$ cat src/rtl/uvmt_axil_st_pkg.sv
// Shared definitions for the AXI-Lite self-test slave responder.
package uvmt_axil_st_pkg;

    localparam logic [1:0] UVMT_AXIL_ST_RESP_OKAY   = 2'b00;
    localparam logic [1:0] UVMT_AXIL_ST_RESP_SLVERR = 2'b10;

    typedef enum logic [1:0] {
        WR_IDLE,
        WR_HAVE_ADDR,
        WR_HAVE_DATA,
        WR_RESP
    } uvmt_axil_st_slv_wr_st_enum;

endpackage

$ cat src/rtl/uvmt_axil_st_slv_wr_fsm.sv
// AW/W capture, write FSM and B channel; emits a one-cycle commit strobe
// on the edge that enters RESP.
module uvmt_axil_st_slv_wr_fsm
    import uvmt_axil_st_pkg::*;
#(
    parameter int ADDR_WIDTH = 32,
    parameter int DATA_WIDTH = 32,
    parameter int DEPTH      = 16,
    localparam int OFFS  = $clog2(DATA_WIDTH / 8),
    localparam int IDXW  = $clog2(DEPTH),
    localparam int WAW   = ADDR_WIDTH - OFFS,
    localparam int STRBW = DATA_WIDTH / 8
) (
    input  logic                  clk,
    input  logic                  reset,
    input  logic                  awvalid_i,
    output logic                  awready_o,
    input  logic [WAW-1:0]        awaddr_i,
    input  logic                  wvalid_i,
    output logic                  wready_o,
    input  logic [DATA_WIDTH-1:0] wdata_i,
    input  logic [STRBW-1:0]      wstrb_i,
    output logic                  bvalid_o,
    input  logic                  bready_i,
    output logic [1:0]            bresp_o,
    output logic                  we_o,
    output logic [IDXW-1:0]       we_idx_o,
    output logic [DATA_WIDTH-1:0] we_data_o,
    output logic [STRBW-1:0]      we_strb_o
);

    uvmt_axil_st_slv_wr_st_enum state_q, state_d;
    logic [WAW-1:0]        addr_q, addr_d;
    logic [DATA_WIDTH-1:0] data_q, data_d;
    logic [STRBW-1:0]      strb_q, strb_d;
    logic [1:0]            bresp_q, bresp_d;

    logic                  aw_hs, w_hs, commit, in_range;
    logic [WAW-1:0]        sel_waddr;
    logic [DATA_WIDTH-1:0] sel_data;
    logic [STRBW-1:0]      sel_strb;

    assign awready_o = (state_q == WR_IDLE) || (state_q == WR_HAVE_DATA);
    assign wready_o  = (state_q == WR_IDLE) || (state_q == WR_HAVE_ADDR);
    assign bvalid_o  = (state_q == WR_RESP);
    assign bresp_o   = bresp_q;
    assign aw_hs     = awvalid_i && awready_o;
    assign w_hs      = wvalid_i && wready_o;

    always_comb begin
        state_d   = state_q;
        addr_d    = addr_q;
        data_d    = data_q;
        strb_d    = strb_q;
        commit    = 1'b0;
        sel_waddr = addr_q;
        sel_data  = data_q;
        sel_strb  = strb_q;
        case (state_q)
            WR_IDLE: begin
                if (aw_hs && w_hs) begin
                    state_d   = WR_RESP;
                    commit    = 1'b1;
                    sel_waddr = awaddr_i;
                    sel_data  = wdata_i;
                    sel_strb  = wstrb_i;
                end else if (aw_hs) begin
                    state_d = WR_HAVE_ADDR;
                    addr_d  = awaddr_i;
                end else if (w_hs) begin
                    state_d = WR_HAVE_DATA;
                    data_d  = wdata_i;
                    strb_d  = wstrb_i;
                end
            end
            WR_HAVE_ADDR: begin
                if (w_hs) begin
                    state_d  = WR_RESP;
                    commit   = 1'b1;
                    sel_data = wdata_i;
                    sel_strb = wstrb_i;
                end
            end
            WR_HAVE_DATA: begin
                if (aw_hs) begin
                    state_d   = WR_RESP;
                    commit    = 1'b1;
                    sel_waddr = awaddr_i;
                end
            end
            WR_RESP: begin
                if (bready_i) state_d = WR_IDLE;
            end
            default: state_d = WR_IDLE;
        endcase
    end

    // Any address bit above the index field set means the word is past DEPTH.
    assign in_range  = (sel_waddr >> IDXW) == '0;
    assign bresp_d   = commit ? (in_range ? UVMT_AXIL_ST_RESP_OKAY : UVMT_AXIL_ST_RESP_SLVERR)
                              : bresp_q;
    assign we_o      = commit && in_range;
    assign we_idx_o  = sel_waddr[IDXW-1:0];
    assign we_data_o = sel_data;
    assign we_strb_o = sel_strb;

    always_ff @(posedge clk) begin
        if (reset) begin
            state_q <= WR_IDLE;
            addr_q  <= '0;
            data_q  <= '0;
            strb_q  <= '0;
            bresp_q <= UVMT_AXIL_ST_RESP_OKAY;
        end else begin
            state_q <= state_d;
            addr_q  <= addr_d;
            data_q  <= data_d;
            strb_q  <= strb_d;
            bresp_q <= bresp_d;
        end
    end

endmodule

$ cat src/rtl/uvmt_axil_st_slv_mem.sv
// AXI-Lite slave responder backed by a word-addressed register memory.
// Read path and storage live here; the write handshake is in the FSM sub-module.
module uvmt_axil_st_slv_mem
    import uvmt_axil_st_pkg::*;
#(
    parameter int ADDR_WIDTH = 32,
    parameter int DATA_WIDTH = 32,
    parameter int DEPTH      = 16
) (
    input  logic                      clk,
    input  logic                      reset,
    input  logic                      awvalid,
    output logic                      awready,
    input  logic [ADDR_WIDTH-1:0]     awaddr,
    input  logic [2:0]                awprot,
    input  logic                      wvalid,
    output logic                      wready,
    input  logic [DATA_WIDTH-1:0]     wdata,
    input  logic [DATA_WIDTH/8-1:0]   wstrb,
    output logic                      bvalid,
    input  logic                      bready,
    output logic [1:0]                bresp,
    input  logic                      arvalid,
    output logic                      arready,
    input  logic [ADDR_WIDTH-1:0]     araddr,
    input  logic [2:0]                arprot,
    output logic                      rvalid,
    input  logic                      rready,
    output logic [DATA_WIDTH-1:0]     rdata,
    output logic [1:0]                rresp
);

    localparam int OFFS  = $clog2(DATA_WIDTH / 8);
    localparam int IDXW  = $clog2(DEPTH);
    localparam int WAW   = ADDR_WIDTH - OFFS;
    localparam int STRBW = DATA_WIDTH / 8;

    logic [DEPTH-1:0][DATA_WIDTH-1:0] mem_q;
    logic                  we;
    logic [IDXW-1:0]       we_idx;
    logic [DATA_WIDTH-1:0] we_data;
    logic [STRBW-1:0]      we_strb;

    logic                  rvalid_q, rvalid_d;
    logic [DATA_WIDTH-1:0] rdata_q, rdata_d;
    logic [1:0]            rresp_q, rresp_d;
    logic [WAW-1:0]        ar_waddr;
    logic                  ar_hs, ar_in_range;

    // Protection bits and byte-offset address bits carry no meaning here.
    logic unused_ok;
    assign unused_ok = ^{awprot, arprot, awaddr[OFFS-1:0], araddr[OFFS-1:0]};

    uvmt_axil_st_slv_wr_fsm #(
        .ADDR_WIDTH (ADDR_WIDTH),
        .DATA_WIDTH (DATA_WIDTH),
        .DEPTH      (DEPTH)
    ) u_wr_fsm (
        .clk       (clk),
        .reset     (reset),
        .awvalid_i (awvalid),
        .awready_o (awready),
        .awaddr_i  (awaddr[ADDR_WIDTH-1:OFFS]),
        .wvalid_i  (wvalid),
        .wready_o  (wready),
        .wdata_i   (wdata),
        .wstrb_i   (wstrb),
        .bvalid_o  (bvalid),
        .bready_i  (bready),
        .bresp_o   (bresp),
        .we_o      (we),
        .we_idx_o  (we_idx),
        .we_data_o (we_data),
        .we_strb_o (we_strb)
    );

    always_ff @(posedge clk) begin
        if (reset) begin
            mem_q <= '0;
        end else if (we) begin
            for (int b = 0; b < STRBW; b++) begin
                if (we_strb[b]) mem_q[we_idx][8*b +: 8] <= we_data[8*b +: 8];
            end
        end
    end

    assign ar_waddr    = araddr[ADDR_WIDTH-1:OFFS];
    assign ar_in_range = (ar_waddr >> IDXW) == '0;
    assign arready     = !rvalid_q;
    assign ar_hs       = arvalid && arready;

    // mem_q is sampled before a same-edge commit lands, so colliding reads see old data.
    always_comb begin
        rvalid_d = rvalid_q;
        rdata_d  = rdata_q;
        rresp_d  = rresp_q;
        if (ar_hs) begin
            rvalid_d = 1'b1;
            rdata_d  = ar_in_range ? mem_q[ar_waddr[IDXW-1:0]] : '0;
            rresp_d  = ar_in_range ? UVMT_AXIL_ST_RESP_OKAY : UVMT_AXIL_ST_RESP_SLVERR;
        end else if (rvalid_q && rready) begin
            rvalid_d = 1'b0;
        end
    end

    always_ff @(posedge clk) begin
        if (reset) begin
            rvalid_q <= 1'b0;
            rdata_q  <= '0;
            rresp_q  <= UVMT_AXIL_ST_RESP_OKAY;
        end else begin
            rvalid_q <= rvalid_d;
            rdata_q  <= rdata_d;
            rresp_q  <= rresp_d;
        end
    end

    assign rvalid = rvalid_q;
    assign rdata  = rdata_q;
    assign rresp  = rresp_q;

endmodule

$ cat config.mk
export PLATFORM = sky130hd
export DESIGN_NAME = uvmt_axil_st_slv_mem
export DESIGN_NICKNAME = d
export VERILOG_FILES = /design/src/rtl/uvmt_axil_st_pkg.sv /design/src/rtl/uvmt_axil_st_slv_wr_fsm.sv /design/src/rtl/uvmt_axil_st_slv_mem.sv
export SDC_FILE = /design/constraint.sdc
export NUM_CORES = 1
export LEC_CHECK = 0
export CAP_MARGIN = 10
export CELL_PAD_IN_SITES_DETAIL_PLACEMENT = 1
export CELL_PAD_IN_SITES_GLOBAL_PLACEMENT = 1
export CORE_ASPECT_RATIO = 1.25
export CORE_MARGIN = 4
export CORE_UTILIZATION = 50
export CTS_BUF_LIST = sky130_fd_sc_hd__clkbuf_8
export CTS_CLUSTER_SIZE = 14
export DETAILED_ROUTE_END_ITERATION = 7
export MAX_ROUTING_LAYER = met4
export PLACE_DENSITY = 0.8
export SYNTH_ARGS = -nofsm -noshare
export SYNTH_HDL_FRONTEND = slang
export SYNTH_SLANG_ARGS = --single-unit
$ cat constraint.sdc
create_clock -name clk -period 7.8 [get_ports clk]
set_input_delay 1.56 -clock clk [delete_from_list [all_inputs] [get_ports clk]]
set_output_delay 1.56 -clock clk [all_outputs]
set_load 0.03 [all_outputs]
==> results.txt, run 1 <==
Relative slew slack - 0.200
CTS max path bufs - 3
Sequential standard cell area - 12300 µm²
Reg-to-reg slack, setup - 3320 ps
Drt wl/cell - 23.9 µm
Largest net degree at the start of global routing - 244
Reg clk slew, reported paths - 60 ps
Slew @ Worst Pin - 1200 ps
Hold Worst Slack - 455 ps
Routed Antenna Nets - 0
TritonCTS clock tree - built
Max incr delay on CP - 1130 ps
Vias - 20800
Cell Pwr Density - 224 nW/µm²
Drt total wl - 83.8 mm
Tot GR Track Use - 0.273
Post-Synth Simple-Gate Area - 0.178
Row count - 98
Worst min path class - register to register
Multi-input combinational cell area - 15400 µm²
Compound-Gate Fraction of Synth Area - 0.0707
Total CTS buffers - 98
Top post-synthesis cells by area - dfxtp_1 (43%), mux2i_1 (16%), mux4_2 (13%)
Worst-Skew Late Latency - 720 ps
Status - complete, no violations
Total negative slack - 0 ps
CP max stage cell - nor4_4
Post-synth top area cell - dfxtp_1
Largest family of logic cells by synthesized area - multiplexers
I/O pin count - 154
DRT Pass-1 Iters - 5
First-pass GRT wire length - 131 mm
Synthesized area - 28800 µm²
Fmax - 202 MHz
Max capacitance violation total - 0
Vias in the first global route - 22800
CTS root buf - clkbuf_8
Nets - 2792
Gr ovfl total - 0
RSZ-0062 raised after global routing - false
Number of synthesized register bits - 615
Top FF cell, synth - dfxtp_1
Area Growth Syn to Fin - 12.6%
Layout cell share with drive strength beyond 1 - 0.162
Ys async rst share - 0
Post-Syn Instances - 2652
Final HPWL from detailed placement - 53.7 mm
Drt drc - 0
Max-slew violation count - 0
Count of cell types in the netlist - 67
Worst Setup Start Kind - input pin
Post-synth EDFFs - 0
Fill count - 6008
Critical path fanouts, max - 18
Final Skew - 35.6 ps
Pleak - 0.0117 µW
Post_cts resized - 0
Setup CP Type - input pin to register
Initial Util - 0.504
Gp weighted congestion - 0.840
Register area share after synthesis - 0.427
Final period utilization - 0.636
Post-synth top area share - 0.427
Post-CTS setup buffers - 0
Width of the die - 223 µm
CTS sink cnt - 615
Buffers and inverters on the worst path - 1
Port bufs - 141
Mux cell area share after synthesis - 0.282
Final worst path period need - 4960 ps
Worst EP required - 8410 ps
Initial DRC count - 1478
Final Hold Fails - 0
Setup-failing EPs final - 0
Maximum vdd drop - 228 µV
Synth Area in XOR/XNOR - 0
CP Capture Type - register
Synth warn - 0
Cells along the critical path - clkdlybuf4s50_1, mux2_2, and2_1, o22a_1, nand2_1, nor4_4, mux2i_1
Mean Syn Cell Area - 10.9 µm²
Via/cell ratio - 5.95
Area of the core - 57100 µm²
Post-Synth Adder-Cell Area - 0.00174
Largest delay share family, worst path - simple AND/OR/NAND/NOR gates
CP Data Arrival Time - 5570 ps
Total die area - 61500 µm²
Die height - 276 µm
# hold bufs at CTS - 0
Initial antenna violation count - 1
Htree depth - 3
==> cells in the mapped netlist (all sizes together) (5+ instances only) <==
library cell / instances
and4: 7
clkbuf: 188
dfxtp: 615
nand2: 151
nor4: 36
o21a: 6
nor2: 53
a21oi: 77
o21ai: 25
nand4: 12
buf: 63
nand2b: 454
inv: 35
a31oi: 34
a22oi: 63
nand3: 25
a211oi: 36
and3: 11
or2: 35
mux4: 160
a211o: 5
a41oi: 5
and2: 11
mux2i: 450
nor2b: 10
a221oi: 20
nor3: 21
nor3b: 7
==> where the power goes <==
group          internal [µW]  switching, µW
sequential              3190           33.1
combinational            366            880
clock                   1450           1340
==> area by class of cell <==
type                            instances  area share
Multi-Input combinational cell       1752       0.475
Sequential cell                       615       0.380
Timing Repair Buffer                  173      0.0518
Clock buffer                          119      0.0505
Tap cell                              750      0.0289
Clock inverter                         58      0.0103
Inverter                               35     0.00405
Antenna cell                            1   0.0000771
==> worst paths after layout <==
check                            from                 end  depth (start not counted)
setup / recovery               wvalid          mem_q[115]                          7
hold / removal     u_wr_fsm.strb_q[2]  u_wr_fsm.strb_q[2]                          2
setup reg to reg  u_wr_fsm.state_q[1]          mem_q[376]                          8
hold reg to reg    u_wr_fsm.strb_q[2]  u_wr_fsm.strb_q[2]                          2
==> sequential cells by signal, summed over array words and instances (netlist names) <==
name and flops:
mem_q 512, rdata 32, u_wr_fsm.data_q 32, u_wr_fsm.addr_q 30
u_wr_fsm.strb_q 4, u_wr_fsm.state_q 2, rresp 1, rvalid 1
u_wr_fsm.bresp_o 1
==> tightest hold or removal path, cell delays in order (launching register included) <==
cell	delay [ps]
dfxtp_1	310
nand2_1	50
a21oi_1	50
==> cells in the final DEF, fill, tap and decap left out, drive strengths merged, types with 3 or more instances in the layout <==
cell type      Yosys  layout
mux2i            450     450
and2              11      11
nand2b           454     454
nor3b              7       7
a41oi              5       5
inv               35      72
a21oi             77      77
clkbuf           188     120
nor2b             10      10
a211o              5       5
and3              11      11
or2               35      35
and4               7       7
dfxtp            615     615
clkdlybuf4s50      0     136
clkinv             0      16
nand2            151     151
nor3              21      21
nor2              53      53
a221oi            20      20
a31oi             34      34
or4                4       4
nand3             25      25
nor4              36      36
a21boi             4       4
a22oi             63      63
buf               63      36
nand4             12      12
clkinvlp           0       3
ha                 4       4
mux4             160     160
a211oi            36      36
o21ai             25      25
a222oi             4       4
o21a               6       6
==> logic make-up (layout without fill, tap and decap cells) <==
family | after synthesis | after routing
adder cells (fa/ha/maj) | 4 | 4
AND/OR/NAND/NOR | 839 | 839
other | 1 | 3
AO/OA/AOI/OAI | 295 | 295
multiplexers | 612 | 612
buffers and inverters | 286 | 385
flip-flops | 615 | 615
==> metal layers <==
layer  track usage  vias up  wire length, µm
li1              -     9490                -
met1         0.337    10700            35500
met2         0.472      495            42600
met3        0.0367      142             3580
met4        0.0768        0             2110
met5             -        -                0
==> metrics by stage <==
stage / util / cell area (µm²) / std cells / total power, µW / setup WS (ps)
finish: 0.568 / 32400 / 3503 / 7270 / 2840
floorplan: - / 28800 / 2653 / 4140 / 4060
detailed placement: 0.533 / 30500 / 3324 / 4520 / 2150
CTS: 0.567 / 32400 / 3501 / 7300 / 2920
global placement: 0.533 / 30500 / 3324 / 4470 / 2360
global route: 0.568 / 32400 / 3503 / 7540 / 2670
(Power assumes the default switching activity.)
==> run 2, diff against run 1 <==
--- a/config.mk
+++ b/config.mk
@@ -10,12 +10,12 @@
 export CELL_PAD_IN_SITES_GLOBAL_PLACEMENT = 1
 export CORE_ASPECT_RATIO = 1.25
 export CORE_MARGIN = 4
-export CORE_UTILIZATION = 50
+export CORE_UTILIZATION = 45
 export CTS_BUF_LIST = sky130_fd_sc_hd__clkbuf_8
 export CTS_CLUSTER_SIZE = 14
 export DETAILED_ROUTE_END_ITERATION = 7
 export MAX_ROUTING_LAYER = met4
-export PLACE_DENSITY = 0.8
+export PLACE_DENSITY = 0.76
 export SYNTH_ARGS = -nofsm -noshare
 export SYNTH_HDL_FRONTEND = slang
 export SYNTH_SLANG_ARGS = --single-unit
==> constraint.sdc (replaced) <==
create_clock -name clk -period 4.1 [get_ports clk]
set_input_delay 0.82 -clock clk [delete_from_list [all_inputs] [get_ports clk]]
set_output_delay 0.82 -clock clk [all_outputs]
set_load 0.03 [all_outputs]
==> run 2 against run 1 <==
  * Global-route usage down 1.6 points
  * Clock skew up 5.0 ps
  * Sequential power up 90%
  * Setup slack worse by 2300 ps
  * Non-clock buffer count up 85
  * Via count up 2.1%
  * Die area up 11%
  * Power up 99%
  * Flip-flop and latch count unchanged
  * Wire length up 2.5%
  * Hold slack worse by 0.52 ps
  * First-iteration DRC count down 16%
  * Largest power group unchanged
==> results.txt, run 2 (synthesis results as in run 1) <==
Worst setup path endpoint - mem_q[35]
Worst flop-to-flop path startpoint - u_wr_fsm.state_q[0]
Routed Antenna Nets - 0
Initial antenna violation count - 6
Max capacitance violation total - 0
Gr ovfl total - 0
Width of the die - 234 µm
Reg2Reg Depth - 10
Cells along the critical path - inv_1, ha_1, buf_4, o21ai_0, a22oi_1, and2_1, nor2_1, buf_4, nand4_2, mux2i_1
Largest delay share family, worst path - simple AND/OR/NAND/NOR gates
CP Capture Type - register
Slew @ Worst Pin - 1120 ps
Post_cts resized - 0
Setup CP Type - register to register
Gp weighted congestion - 0.869
Tot GR Track Use - 0.258
Placed instance area - 31300 µm²
I/O pin count - 154
RSZ-0062 raised after global routing - false
DRT Pass-1 Iters - 5
Wl on met1 - 36.6 mm
Final Cell Area - 33500 µm²
Post-CTS setup buffers - 0
Via/cell ratio - 5.78
Reg clk slew, reported paths - 60 ps
Hold Worst Slack - 455 ps
CTS root buf - clkbuf_8
CTS max path bufs - 3
Cell Pwr Density - 431 nW/µm²
Maximum vdd drop - 236 µV
Drt wl/cell - 23.3 µm
Crit-path most repeated cell - buf_4
Total die area - 68200 µm²
Final HPWL from detailed placement - 58.0 mm
Vias - 21300
Worst-Skew Late Latency - 730 ps
Max incr delay on CP - 550 ps
Final Skew - 40.6 ps
Htree depth - 3
First-pass GRT wire length - 135 mm
Port bufs - 141
Final worst path period need - 3600 ps
Die height - 291 µm
# hold bufs at CTS - 0
Relative slew slack - 0.249
Met2 Wirelength - 43.1 mm
Largest Register - mem_q
DR WL met3 - 3.63 mm
Total negative slack - 0 ps
Worst EP required - 4710 ps
Critical path fanouts, max - 23
Drt total wl - 85.9 mm
Drt drc - 0
Final period utilization - 0.877
Commonest non-fill, non-tap cells in the layout - dfxtp_1 (615), nand2b_1 (453), mux2i_1 (450), mux4_2 (160), nand2_1 (151)
Final Hold Fails - 0
R2R Path End - mem_q[35]
Reg-to-reg slack, setup - 500 ps
Layout Cells excl Fill - 3682
Worst Setup Start Kind - register
Total CTS buffers - 100
Max FFs per register - 512
Worst min path class - register to register
Initial Util - 0.455
Setup crit start - u_wr_fsm.state_q[0]
Initial DRC count - 1244
Largest net degree at the start of global routing - 159
Buffers and inverters on the worst path - 3
CP max stage cell - o21ai_0
Area of the core - 63300 µm²
Placed Cells - 3500
Row count - 103
Nets - 2879
Crit path depth - 10
CTS sink cnt - 615
Fmax - 278 MHz
Setup-failing EPs final - 0
Layout cell share with drive strength beyond 1 - 0.189
Max-slew violation count - 0
Area Growth Syn to Fin - 16.4%
Status - complete, no violations
Vias in the first global route - 23200
Most common cell after layout, fill and taps aside - dfxtp_1
TritonCTS clock tree - built
CP Data Arrival Time - 4200 ps
Top layer in use - met4
Pleak - 0.0122 µW
## run 2: cell count changes in the layout (fill, tap and decap cells not counted)
cell	before	now
bufinv_16	2	6
diode_2	1	3
buf_12	2	11
buf_6	2	1
clkbuf_8	120	133
buf_4	29	106
clkinv_8	0	1
clkinv_2	16	6
inv_8	2	0
inv_1	68	64
## run 2: worst min-delay path, delay by kind of cell, from the launching register on
family / cells / cell delay, ps
AO/OA/AOI/OAI: 1 / 50
flip-flops: 1 / 310
AND/OR/NAND/NOR: 1 / 50
## run 2: worst min-delay path by stage
stage,slack [ps],cells after the start,to,from
6_report,450,2,u_wr_fsm.addr_q[18],u_wr_fsm.addr_q[18]
5_1_grt,480,2,u_wr_fsm.addr_q[5],u_wr_fsm.addr_q[5]
4_1_cts,460,2,u_wr_fsm.data_q[25],u_wr_fsm.data_q[25]
3_5_place_dp,450,2,u_wr_fsm.data_q[25],u_wr_fsm.data_q[25]
3_3_place_gp,440,2,u_wr_fsm.strb_q[2],u_wr_fsm.strb_q[2]
2_1_floorplan,430,2,u_wr_fsm.strb_q[2],u_wr_fsm.strb_q[2]
## run 2: cell type report
type                       count  area [µm²]
fill                        6672       29700
clock buffer                 132        1820
tap                          840        1050
antenna                        3        7.51
multi-input combinational   1752       15400
inverter                      35         131
clock inverter                47         383
sequential                   615       12300
timing repair buffer         258        2430
## run 2: routing by layer
layer | global-route usage | up-vias
met3 | 0.0337 | 190
met1 | 0.323 | 10900
met4 | 0.0855 | 0
li1 | - | 9684
met5 | - | -
met2 | 0.431 | 521
## run 2: where the power goes
part           switching [µW]  internal, µW  leakage [µW]
clock                    2560          3250       0.00123
combinational            1700           796       0.00606
sequential               61.6          6070       0.00496
## run 2: through the flow
stage,setup slack (ps),util,total power [µW]
finish,504,0.530,14400
global route,268,0.530,15000
CTS,547,0.530,14500
detailed placement,123,0.495,8740
global placement,178,0.495,8650
floorplan,1100,-,7880
==> run 3, diff against run 2 <==
--- a/config.mk
+++ b/config.mk
@@ -9,7 +9,6 @@
 export CELL_PAD_IN_SITES_DETAIL_PLACEMENT = 1
 export CELL_PAD_IN_SITES_GLOBAL_PLACEMENT = 1
 export CORE_ASPECT_RATIO = 1.25
-export CORE_MARGIN = 4
 export CORE_UTILIZATION = 45
 export CTS_BUF_LIST = sky130_fd_sc_hd__clkbuf_8
 export CTS_CLUSTER_SIZE = 14
==> run 3 against run 2 <==
  * Hold slack better by 0.76 ps
  * Clock skew down 4.8 ps
  * Die area down 4.6%
  * Power down 3.7%
  * Clock power down 9.6%
  * Global-route usage up 0.96 points
  * Design area down 0.80%
  * Combinational power about the same
  * Sequential power about the same
  * Utilization down 0.43 points
==> results.txt, run 3 (synthesis results as in run 1) <==
CTS sink cnt - 615
Sequential standard cell area - 12300 µm²
Routed Antenna Nets - 0
Largest net degree at the start of global routing - 123
Port bufs - 141
Fmax - 279 MHz
Worst Setup Start Kind - register
Setup-failing EPs final - 0
CP Capture Type - register
Most common cell after layout, fill and taps aside - dfxtp_1
First-pass GRT wire length - 132 mm
Area Growth Syn to Fin - 15.5%
Worst min path class - register to register
Total die area - 65000 µm²
Setup CP Type - register to register
Final Skew - 35.8 ps
Post-CTS setup buffers - 0
Initial antenna violation count - 1
Drt drc - 0
I/O pin count - 154
Gr ovfl total - 0
CTS root buf - clkbuf_8
Cells along the critical path - inv_1, ha_1, mux2_2, a21boi_0, a211o_1, and2_1, nand3_2, a221oi_1
DRT Pass-1 Iters - 5
Total power - 13900 µW
CTS max path bufs - 3
Pre-CTS setup slack - 181 ps
Max-slew violation count - 0
Met3 GRT Util - 0.0468
Die height - 285 µm
CP max stage cell - and2_1
Vias in the first global route - 23100
Htree depth - 3
Vias - 21100
Final HPWL from detailed placement - 56.7 mm
Area of the core - 63300 µm²
TritonCTS clock tree - built
M1 GR Usage - 0.320
Multi-input combinational cell area - 15400 µm²
Final period utilization - 0.875
Worst-Skew Late Latency - 710 ps
Drt total wl - 84.2 mm
Max FFs per register - 512
Drt wl/cell - 22.9 µm
Row count - 103
Slew @ Worst Pin - 1150 ps
Nets - 2879
Cell Pwr Density - 418 nW/µm²
Fill count - 6676
Total CTS buffers - 98
# hold bufs at CTS - 0
Initial DRC count - 1316
Layout cell share with drive strength beyond 1 - 0.185
Max incr delay on CP - 610 ps
Final Hold Fails - 0
Tot GR Track Use - 0.267
Gp weighted congestion - 0.856
Grt peak-use layer - met2
Reg clk slew, reported paths - 60 ps
CP Data Arrival Time - 4200 ps
Final worst path period need - 3590 ps
Post_cts resized - 0
Via/cell ratio - 5.75
Met2 Use GR - 0.445
Status - complete, no violations
Max capacitance violation total - 0
Largest Register - mem_q
Relative slew slack - 0.237
Commonest non-fill, non-tap cells in the layout - dfxtp_1 (615), nand2b_1 (453), mux2i_1 (450), mux4_2 (160), nand2_1 (151)
Hold Worst Slack - 456 ps
Total negative slack - 0 ps
Worst EP required - 4710 ps
Pleak - 0.0122 µW
Critical path fanouts, max - 15
Initial Util - 0.455
RSZ-0062 raised after global routing - false
Width of the die - 228 µm
Maximum vdd drop - 253 µV
Post-route setup slack - 514 ps
[run 3: cell types whose count changed in the layout (fill, tap and decap cells not counted), sizes merged]
| cell | previous run | this run |
|---|---|---|
| clkinv | 7 | 9 |
| diode | 3 | 1 |
| inv | 66 | 74 |
| buf | 121 | 123 |
| bufinv | 6 | 2 |
| clkbuf | 133 | 122 |
| clkinvlp | 3 | 1 |
[run 3: worst max-delay path: cells and delay by family, from the launching register on]
| family | cells | cell delay [ps] |
|---|---|---|
| and+or+nand+nor | 2 | 1090 |
| AOI/OAI and AO/OA | 3 | 990 |
| adders and majority gates | 1 | 500 |
| muxes | 1 | 500 |
| DFF | 1 | 340 |
| buffers and inverters | 1 | 100 |
[run 3: final cells by class]
cell class	count	share of cell area
Tap cell	840	0.0316
Clock inverter	51	0.00843
Antenna cell	1	0.0000752
Inverter	35	0.00395
Timing Repair Buffer	260	0.0727
Multi-Input combinational cell	1752	0.463
Sequential cell	615	0.370
Clock buffer	121	0.0501
[run 3: final timing paths]
kind                                     startpoint             endpoint  slack (ps)  cells past startpoint
worst max-delay path            u_wr_fsm.state_q[1]           mem_q[209]         510                      8
worst min-delay path            u_wr_fsm.addr_q[24]  u_wr_fsm.addr_q[24]         460                      2
worst max register to register  u_wr_fsm.state_q[1]           mem_q[209]         510                      8
worst min register to register  u_wr_fsm.addr_q[24]  u_wr_fsm.addr_q[24]         460                      2
[run 3: through the flow]
stage | utilization | instances | cell area, µm²
2_1_floorplan | - | 2653 | 28800
4_1_cts | 0.526 | 3674 | 33300
3_5_place_dp | 0.495 | 3502 | 31300
3_3_place_gp | 0.495 | 3502 | 31300
6_report | 0.526 | 3675 | 33300
5_1_grt | 0.526 | 3675 | 33300
[run 3: report_power, final]
group / switching (µW) / internal [µW]
combinational: 1720 / 810
clock: 2470 / 2780
sequential: 63.2 / 6070
[run 3: routing by layer]
layer	wire length (µm)	vias up
met4	2790	0
met3	3950	181
met1	35800	10700
met2	41700	551
met5	0	-
li1	-	9656
